==> config.mk <==
export PLATFORM = sky130hd
export DESIGN_NAME = i2s_tx_flat
export DESIGN_NICKNAME = d
export VERILOG_FILES = /design/src/rtl/i2s_tx_if.sv /design/src/rtl/i2s_tx.sv /design/src/flat_wrapper.sv
export SDC_FILE = /design/constraint.sdc
export NUM_CORES = 1
export LEC_CHECK = 0
export BUFFER_PORTS_ARGS = -buffer_cell sky130_fd_sc_hd__buf_2
export CAP_MARGIN = 20
export CORE_AREA = 2 2 74 76
export DETAILED_ROUTE_END_ITERATION = 12
export DIE_AREA = 0 0 76 78
export GPL_ROUTABILITY_DRIVEN = 0
export HOLD_SLACK_MARGIN = 0.1
export PLACE_DENSITY = 0.81
export SYNTH_ARGS = -nofsm -noshare
export SYNTH_HDL_FRONTEND = slang
export SYNTH_SLANG_ARGS = --single-unit
==> constraint.sdc <==
create_clock -name clk -period 6.26 [get_ports clk]
set_clock_uncertainty 0.1 [all_clocks]
set_input_delay 0.313 -clock clk [delete_from_list [all_inputs] [get_ports clk]]
set_output_delay 0.313 -clock clk [all_outputs]
set_load 0.01 [all_outputs]
==> src/rtl/i2s_tx_if.sv <==
// Sample-in / I2S-out bundle between the biquad filter, the serializer and the DAC pins.
// Master is the filter side (drives samples); slave is the serializer (drives the I2S lines and flags).
// No backpressure: audio_valid is a bare strobe and sample_trig paces the producer.
interface i2s_tx_if #(
    parameter int k = 24
);
    logic [k-1:0] audio_in;
    logic         audio_valid;
    logic         sample_trig;
    logic         bclk;
    logic         lrclk;
    logic         sdata;
    logic         overrun;
    logic         underrun;

    modport master (
        output audio_in, audio_valid,
        input  sample_trig, bclk, lrclk, sdata, overrun, underrun
    );

    modport slave (
        input  audio_in, audio_valid,
        output sample_trig, bclk, lrclk, sdata, overrun, underrun
    );
endinterface

==> src/rtl/i2s_tx.sv <==
// Philips I2S serializer: one k-bit sample per frame, repeated in the left and right slots.
// Latency: a sample held before frame start N has its MSB on sdata one BCLK after that frame start.
// No backpressure: a second sample within a frame overwrites the hold (overrun); a missing one repeats (underrun).
module i2s_tx #(
    parameter int k    = 24,
    parameter int SLOT = 32,
    parameter int DIV  = 8
) (
    input  logic       clk,
    input  logic       reset,
    i2s_tx_if.slave    bus
);
    localparam int BW = $clog2(2 * SLOT);
    localparam int DW = $clog2(DIV);
    localparam logic [BW-1:0] SLOT_B   = BW'(SLOT);
    localparam logic [BW-1:0] LAST_BIT = BW'(2 * SLOT - 1);
    localparam logic [DW-1:0] LAST_DIV = DW'(DIV - 1);

    logic [DW-1:0] div_cnt;
    logic          bclk_r;
    logic [BW-1:0] bit_cnt;
    logic [k-1:0]  hold;
    logic          hold_valid;
    logic [k-1:0]  act;
    logic          lrclk_r;
    logic          sdata_r;
    logic          trig_r;
    logic          overrun_r;
    logic          underrun_r;

    logic          div_wrap;
    logic          fall;
    logic          frame_start;
    logic [BW-1:0] bit_nxt;
    logic [BW-1:0] slot_pos;
    logic          sd_nxt;

    always_comb begin
        div_wrap    = (div_cnt == LAST_DIV);
        fall        = div_wrap && bclk_r;
        bit_nxt     = (bit_cnt == LAST_BIT) ? '0 : bit_cnt + 1'b1;
        frame_start = fall && (bit_nxt == '0);
        slot_pos    = (bit_nxt >= SLOT_B) ? bit_nxt - SLOT_B : bit_nxt;
        // Slot position p carries act[k-p]; p=0 is the one-BCLK I2S delay, p>k is padding.
        sd_nxt      = 1'b0;
        for (int i = 0; i < k; i++) begin
            if (slot_pos == BW'(k - i)) begin
                sd_nxt = act[i];
            end
        end
    end

    always_ff @(posedge clk) begin
        if (reset) begin
            div_cnt    <= '0;
            bclk_r     <= 1'b0;
            bit_cnt    <= LAST_BIT;
            hold       <= '0;
            hold_valid <= 1'b0;
            act        <= '0;
            lrclk_r    <= 1'b0;
            sdata_r    <= 1'b0;
            trig_r     <= 1'b0;
            overrun_r  <= 1'b0;
            underrun_r <= 1'b0;
        end else begin
            trig_r  <= 1'b0;
            div_cnt <= div_wrap ? '0 : div_cnt + 1'b1;
            if (div_wrap) begin
                bclk_r <= ~bclk_r;
            end

            if (fall) begin
                bit_cnt <= bit_nxt;
                lrclk_r <= (bit_nxt >= SLOT_B);
                sdata_r <= sd_nxt;
                trig_r  <= frame_start;
            end

            if (frame_start) begin
                if (hold_valid) begin
                    act <= hold;
                end else begin
                    underrun_r <= 1'b1;
                end
            end

            // A strobe coinciding with frame start refills the hold the transfer just emptied.
            if (bus.audio_valid) begin
                hold       <= bus.audio_in;
                hold_valid <= 1'b1;
                if (hold_valid && !frame_start) begin
                    overrun_r <= 1'b1;
                end
            end else if (frame_start) begin
                hold_valid <= 1'b0;
            end
        end
    end

    assign bus.bclk        = bclk_r;
    assign bus.lrclk       = lrclk_r;
    assign bus.sdata       = sdata_r;
    assign bus.sample_trig = trig_r;
    assign bus.overrun     = overrun_r;
    assign bus.underrun    = underrun_r;
endmodule

==> src/flat_wrapper.sv <==
// flat-port wrapper written by rule: the top's interface ports become plain ports
module i2s_tx_flat 
#(
    parameter int k    = 24,
    parameter int SLOT = 32,
    parameter int DIV  = 8
)
  (clk, reset, bus_audio_in, bus_audio_valid, bus_sample_trig, bus_bclk, bus_lrclk, bus_sdata, bus_overrun, bus_underrun);
  i2s_tx_if #(.k(k)) bus_i ();
  input  logic clk;
  input  logic reset;
  input wire logic [$bits(bus_i.audio_in)-1:0] bus_audio_in;
  input wire logic [$bits(bus_i.audio_valid)-1:0] bus_audio_valid;
  output wire logic [$bits(bus_i.sample_trig)-1:0] bus_sample_trig;
  output wire logic [$bits(bus_i.bclk)-1:0] bus_bclk;
  output wire logic [$bits(bus_i.lrclk)-1:0] bus_lrclk;
  output wire logic [$bits(bus_i.sdata)-1:0] bus_sdata;
  output wire logic [$bits(bus_i.overrun)-1:0] bus_overrun;
  output wire logic [$bits(bus_i.underrun)-1:0] bus_underrun;
  assign bus_i.audio_in = bus_audio_in;
  assign bus_i.audio_valid = bus_audio_valid;
  assign bus_sample_trig = bus_i.sample_trig;
  assign bus_bclk = bus_i.bclk;
  assign bus_lrclk = bus_i.lrclk;
  assign bus_sdata = bus_i.sdata;
  assign bus_overrun = bus_i.overrun;
  assign bus_underrun = bus_i.underrun;
  i2s_tx #(.k(k), .SLOT(SLOT), .DIV(DIV)) u_core (.clk(clk), .reset(reset), .bus(bus_i));
endmodule
; Word level (Yosys, flattened, before mapping)
; Index checks and enable logic that the tools add are counted.
[word_totals]
ff_bits = 64
wordCells = 83
[op_classes]
add_sub_neg = 3
magnitude_cmp = 1
eq_ne = 26
muxes = 28
bitwise_logic = 3
n_reduce_logical = 11
[ops]
columns = operator, count
row1 = $eq 6x5->1 const B, 9
row2 = $eq 6x4->1 const B, 8
row3 = $mux 1, 26
row4 = $eq 6x3->1 const B, 4
row5 = $eq 6x2->1 const B, 2
row6 = $mux 6, 2
row7 = $add 6x1->6 const B, 1
row8 = $eq 6x1->1 const B, 1
row9 = $eq 6x6->1 const B, 1
row10 = $ge 6x6->1 const B, 1
row11 = $logic_not 6->1, 1
row12 = $reduce_and 2->1, 3
row13 = $sub 6x6->6 const B, 1
row14 = $reduce_or 2->1, 2
row15 = $add 3x1->3 const B, 1
row16 = $eq 3x3->1 const B, 1
row17 = $logic_and 1x1->1, 3
row18 = $not 1->1, 3
row19 = $reduce_bool 2->1, 1
row20 = $logic_not 1->1, 1

; Logic depth before layout (Yosys ltp)
[logic_depth]
depth_word = 29
ltp_mapped = 11

; Worst setup path after synthesis
; OpenSTA, ideal clock, no wires.
[synth_path]
path_type = reg-to-reg
startpoint = reg u_core.bit_cnt[0]
endpoint = reg u_core.sdata_r, in the netlist u_core.bus.sdata
arrival_ns = 2.058
t_required_ns = 6.081
slack_ns = 4.023
path_stages_with_launch = 12
n_path_buf = 2
period_less_slack_ns = 2.237
cell_sequence = dfxtp_1 > buf_2 > inv_1 > ha_1 > buf_2 > nor3b_1 > a2111oi_0 > a2111oi_0 > nand3b_1 > nand3_1 > o211a_1 > a211oi_2
[synth_via]
elab_chain_len = 29
word_cells_on_any_way = 54
cone_classes = add/sub: 2 / order compare: 1 / eq/ne: 25 / mux: 26
[synth_rtl]
columns = item, line_no
row1 = "start, declared", i2s_tx.sv:21  ; logic [BW-1:0] bit_cnt;
row2 = "start signal, assigned", i2s_tx.sv:74  ; bit_cnt <= bit_nxt;
row3 = $add 6x1->6 / $eq 6x6->1 (equally long branches), i2s_tx.sv:41  ; bit_nxt = (bit_cnt == LAST_BIT) ? '0 : bit_cnt + 1'b1;
row4 = $mux 6 (*), i2s_tx.sv:41
row5 = $sub 6x6->6 / $ge 6x6->1 (equally long branches), i2s_tx.sv:43  ; slot_pos = (bit_nxt >= SLOT_B) ? bit_nxt - SLOT_B : bit_nxt;
row6 = $mux 6 (*), i2s_tx.sv:43
row7 = $eq 6x5->1, i2s_tx.sv:47  ; if (slot_pos == BW'(k - i)) begin
row8 = $mux 1 (23 in series), i2s_tx.sv:47
row9 = $mux 1 (*), i2s_tx.sv:47
row10 = "end signal, assigned", i2s_tx.sv:76  ; sdata_r <= sd_nxt;
row11 = "end, declared", i2s_tx.sv:26  ; logic sdata_r;
; Mark *: on every way between the ends. The rest lies on a longest branch, timed or not.
; A chain may end at the register's enable or synchronous reset.

; Worst setup path after layout
[layout_path]
startpoint = reg u_core.bit_cnt[0]
endpoint = reg u_core.act[16]
[layout_via]
elab_chain_len = 5
word_cells_on_any_way = 6
cone_classes = add/sub: 1 / eq/ne: 1 / mux: 1 / reduce/logical: 3
[layout_rtl]
columns = item, line_no
row1 = $add 6x1->6 / $eq 6x6->1 (equally long branches), i2s_tx.sv:41
row2 = $mux 6 (*), i2s_tx.sv:41
row3 = $logic_not 6->1 (*), i2s_tx.sv:42  ; frame_start = fall && (bit_nxt == '0);
row4 = $logic_and 1x1->1 (*), i2s_tx.sv:42
row5 = $reduce_and 2->1 (no line) (*), -
row6 = "end signal, assigned", i2s_tx.sv:82  ; act <= hold;
row7 = "end, declared", i2s_tx.sv:24  ; logic [k-1:0] act;
; Marked as above.

==> results by stage <==
GRT:
- Global routing finished with a remaining overflow of 0.
- The overall fraction of global-route tracks in use is 0.2254.
- The wire length of the first global-routing pass is 10.66 mm.
- The number of global-route vias before repair is 2273.
- Entering global routing, the biggest net connects 61 pins.
- The number of antenna violations at the first check in global routing came to 0.

Layout:
- The combined flip-flop and latch cell area is 1281 um^2.
- The final standard cell area without fillers is 3356 um^2.
- The antenna diode count is 0.
- The filler-free cell count of the finished design is 437.
- In the final design database the tool counted 396 nets.
- The fraction of layout instances using a drive strength above 1 is 0.2670.
- The area taken by multi-input logic gates is 1574 um^2.
- The area growth from synthesis to layout is 10.46%.
- The fill cell instance count of the final layout is 434.

Synthesis:
- The most frequent cell after synthesis is sky130_fd_sc_hd__dfxtp_1.
- Of the post-synthesis cell area, the dominant cell type holds 0.4217.
- The post-synthesis register bit count is 64.
- The most used flip-flop cell after synthesis is sky130_fd_sc_hd__dfxtp_1.
- Yosys attributes the largest share of cell area to sky130_fd_sc_hd__dfxtp_1 (42%), sky130_fd_sc_hd__mux2i_1 (7.9%), sky130_fd_sc_hd__a21oi_2 (6.1%).
- The count of yosys warnings during synthesis is 0.
- In the synthesized netlist the async set-or-reset flop fraction comes to 0.
- The top cell type by total area after synthesis is sky130_fd_sc_hd__dfxtp_1.
- A synthesized cell averages 8.909 um^2.
- The netlist uses 50 different library cells.
- The synthesized net count is 375.
- The commonest cells after synthesis are sky130_fd_sc_hd__dfxtp_1 (64), sky130_fd_sc_hd__nor2_1 (40), sky130_fd_sc_hd__nand2_1 (37).
- The combined area of all synthesized cells is 3038 um^2.
- Synthesis produced a netlist whose cell count is 341.
- Of the synthesized area, sequential elements account for 0.4217.
- In this run, synthesis inferred 0 flip-flops with an integrated enable.

Setup path:
- The type of the worst setup path is flop to flop.
- The depth of the worst register-to-register path is 7.
- In this run the worst path has a maximum fanout of 24.
- The worst register-to-register path begins at u_core.bit_cnt[0]$_SDFFE_PP1P_.
- In this run the register-to-register setup slack is 3.23 ns.
- The endpoint required time on the critical path is 6.43 ns.
- The capturing element type of the critical path is a flop.
- At the worst endpoint, the arrival time is 3.20 ns.
- The worst flop-to-flop path endpoint is u_core.act[16]$_SDFFE_PP0P_.
- STA classifies the critical path startpoint as a flop.

Timing:
- The slew at the pin closest to its max-slew limit is 0.9067 ns.
- The final-report hold violation count is 0.
- The max-slew violation total from the final report was 0.
- Setup violations remaining at the end of the flow were counted as 0.
- The portion of the clock cycle consumed by the worst path in the final layout is 0.4840.
- The top achievable clock speed is 330.0 MHz.
- Setup repair after global routing left no endpoint under its margin.
- The clock period minus worst slack is 3.030 ns.
- The worst pin sits at a relative slew slack of 0.3949.
- Setup total negative slack on the finished layout was measured at 0 ns.

Drt:
- The detailed-route wire length is 6.043 mm.
- The post-detailed-route wirelength per cell is 13.83 um.
- The count of TritonRoute iterations in the first routing pass is 4.
- The routed layout has 2382 vias.
- After detailed routing, the number of vias per cell comes to 5.451.
- For this run, design rule violations remaining after detail routing come to 0.
- Once detail routing completed, the nets flagged for antenna violations numbered 0.
- For this block, the initial DRC count from the detailed router was 237.

Min path:
- The hold path startpoint is bus_audio_in[6].
- Along the worst hold path, the cell count comes to 3.
- The class of the tightest hold or removal check is input pin to flop.
- For hold timing, the worst endpoint is u_core.hold[6]$_SDFFE_PP0P_.

Floorplanning:
- The count of standard-cell rows is 26.
- The width of the chip is 76 um.
- The area enclosed by the die boundary is 5928 um^2.
- The effective utilization at floorplan is 0.6025.
- The I/O pin count is 33.
- From bottom edge to top edge, the die measures 78 um.
- The area of the placeable core is 5042 um^2.

Clock network:
- The cell sitting at the root of the clock tree is a sky130_fd_sc_hd__clkbuf_8.
- No sink is reached through more buffers than the 2 on the longest clock path.
- For this design, the sink count on the clock tree is 64.
- The CTS tree is yes.
- For this design, the CTS-stage hold fixing added 0 buffers.
- The insertion delay to the later sink of the worst-skew pair is 0.34 ns.
- The number of setup buffers added after CTS is 0.
- The number of CTS-inserted buffers is 9.
- The number of H-tree branching levels is 3.
- Clock-pin slew was measured on the worst setup and hold paths at 0.07 ns.
- Gates resized during post-CTS repair numbered 0.

Power and ir drop:
- The static leakage is 1.335 nW.
- For this design the ratio of total power to cell area is 241.6 nW/um^2.
- The worst IR drop on VDD is 0.0002340 V.
- The design draws 810.7 uW.

Placed design:
- Including well taps, the total number of placed cells is 421.
- The placed instances occupy a cell area of 3159 um^2.
- The HPWL after detailed placement is 4.134 mm.
- Input and output buffers added on the ports amount to 32.

Outcome:
- The flow ran to the end, and the final reports show no timing, DRC or antenna violations.

Flow run:
- The number of max-cap violations is 0.
[worst max-delay path by stage]
stage / endpoint / slack, ns / start / depth (start not counted)
final: u_core.act[16]$_SDFFE_PP0P_ / 3.23 / u_core.bit_cnt[0]$_SDFFE_PP1P_ / 7
after global routing: u_core.act[16]$_SDFFE_PP0P_ / 2.91 / u_core.bit_cnt[0]$_SDFFE_PP1P_ / 7
after CTS: u_core.act[23]$_SDFFE_PP0P_ / 3.20 / u_core.bit_cnt[0]$_SDFFE_PP1P_ / 7
after detailed placement: u_core.act[23]$_SDFFE_PP0P_ / 3.23 / u_core.bit_cnt[0]$_SDFFE_PP1P_ / 7
after global placement: u_core.act[2]$_SDFFE_PP0P_ / 3.32 / u_core.bit_cnt[0]$_SDFFE_PP1P_ / 7
after floorplan: u_core.bus.sdata$_SDFFE_PP0P_ / 4.02 / u_core.bit_cnt[0]$_SDFFE_PP1P_ / 11
[report_power, final]
part	switching [mW]	total [mW]	internal [mW]
Sequential	0.00646	0.425	0.419
Clock	0.164	0.347	0.183
Combinational	0.0202	0.0380	0.0179
[registers in the layout (all words and copies together) (netlist names)]
signal,count
u_core.bit_cnt,6
u_core.bus.sample_trig,1
u_core.hold_valid,1
u_core.hold,24
u_core.bus.underrun,1
u_core.bus.lrclk,1
u_core.bus.sdata,1
u_core.bus.bclk,1
u_core.act,24
u_core.div_cnt,3
u_core.bus.overrun,1
[routing by layer]
metal | track usage | wire [um] | vias to the layer above
li1 | - | - | 1209
met1 | 0.2990 | 2902 | 1096
met2 | 0.3491 | 2731 | 65
met3 | 0.05814 | 306 | 12
met4 | 0.09818 | 103 | 0
met5 | 0 | 0 | -
[stage by stage]
step / hold slack [ns] / worst slack, ns / util
floorplan: 0.3043 / 4.023 / -
global placement: 0.3148 / 3.323 / 0.6236
detailed placement: 0.3346 / 3.232 / 0.6266
CTS: 0.1015 / 3.205 / 0.6655
global route: 0.1164 / 2.913 / 0.6655
finish: 0.1045 / 3.230 / 0.6655
[cells in the final DEF, fill, tap and decap left out, drive strengths merged, types with 2 or more instances in the layout]
master / netlist / routed
a21oi: 35 / 35
a31oi: 3 / 3
o211ai: 2 / 2
ha: 7 / 7
a211o: 3 / 3
xnor2: 3 / 3
or3: 2 / 2
nor2: 41 / 41
nor3b: 5 / 5
nand3: 9 / 9
buf: 13 / 34
nor3: 5 / 5
a21o: 3 / 3
clkinvlp: 0 / 2
clkbuf: 11 / 9
inv: 9 / 9
nand2: 57 / 57
clkinv: 0 / 4
dfxtp: 64 / 64
xor2: 2 / 2
mux2i: 24 / 24
a2111oi: 2 / 2
nand2b: 4 / 4
a211oi: 4 / 4
or2: 2 / 2
nand3b: 3 / 3
and3: 3 / 3
o21ai: 12 / 12
[critical path: stages (launching register included)]
cell                      delay, ns
sky130_fd_sc_hd__dfxtp_1       0.53
sky130_fd_sc_hd__ha_1          0.51
sky130_fd_sc_hd__nand3_2       0.19
sky130_fd_sc_hd__xor2_1        0.35
sky130_fd_sc_hd__nand4_4       0.19
sky130_fd_sc_hd__nor2_2        0.74
sky130_fd_sc_hd__nand2_1       0.18
sky130_fd_sc_hd__a21oi_2       0.16
[cells by family (layout without fill, tap and decap cells)]
group                    after synthesis  in the layout  share of synthesized area
buffers and inverters                 33             59                    0.06013
AO/OA/AOI/OAI                         74             74                     0.1771
XOR/XNOR                               5              5                    0.01442
flip-flops                            64             64                     0.4217
adder cells (fa/ha/maj)                7              7                    0.02883
AND/OR/NAND/NOR                      134            134                     0.2187
multiplexers                          24             24                    0.07908
[cell type report]
class,count,area share
inverter,9,0.01007
tap,70,0.02610
clock inverter,7,0.02163
multi-input combinational,244,0.4691
clock buffer,9,0.03691
sequential,64,0.3818
timing repair buffer,34,0.05444
(Power assumes the default switching activity.)
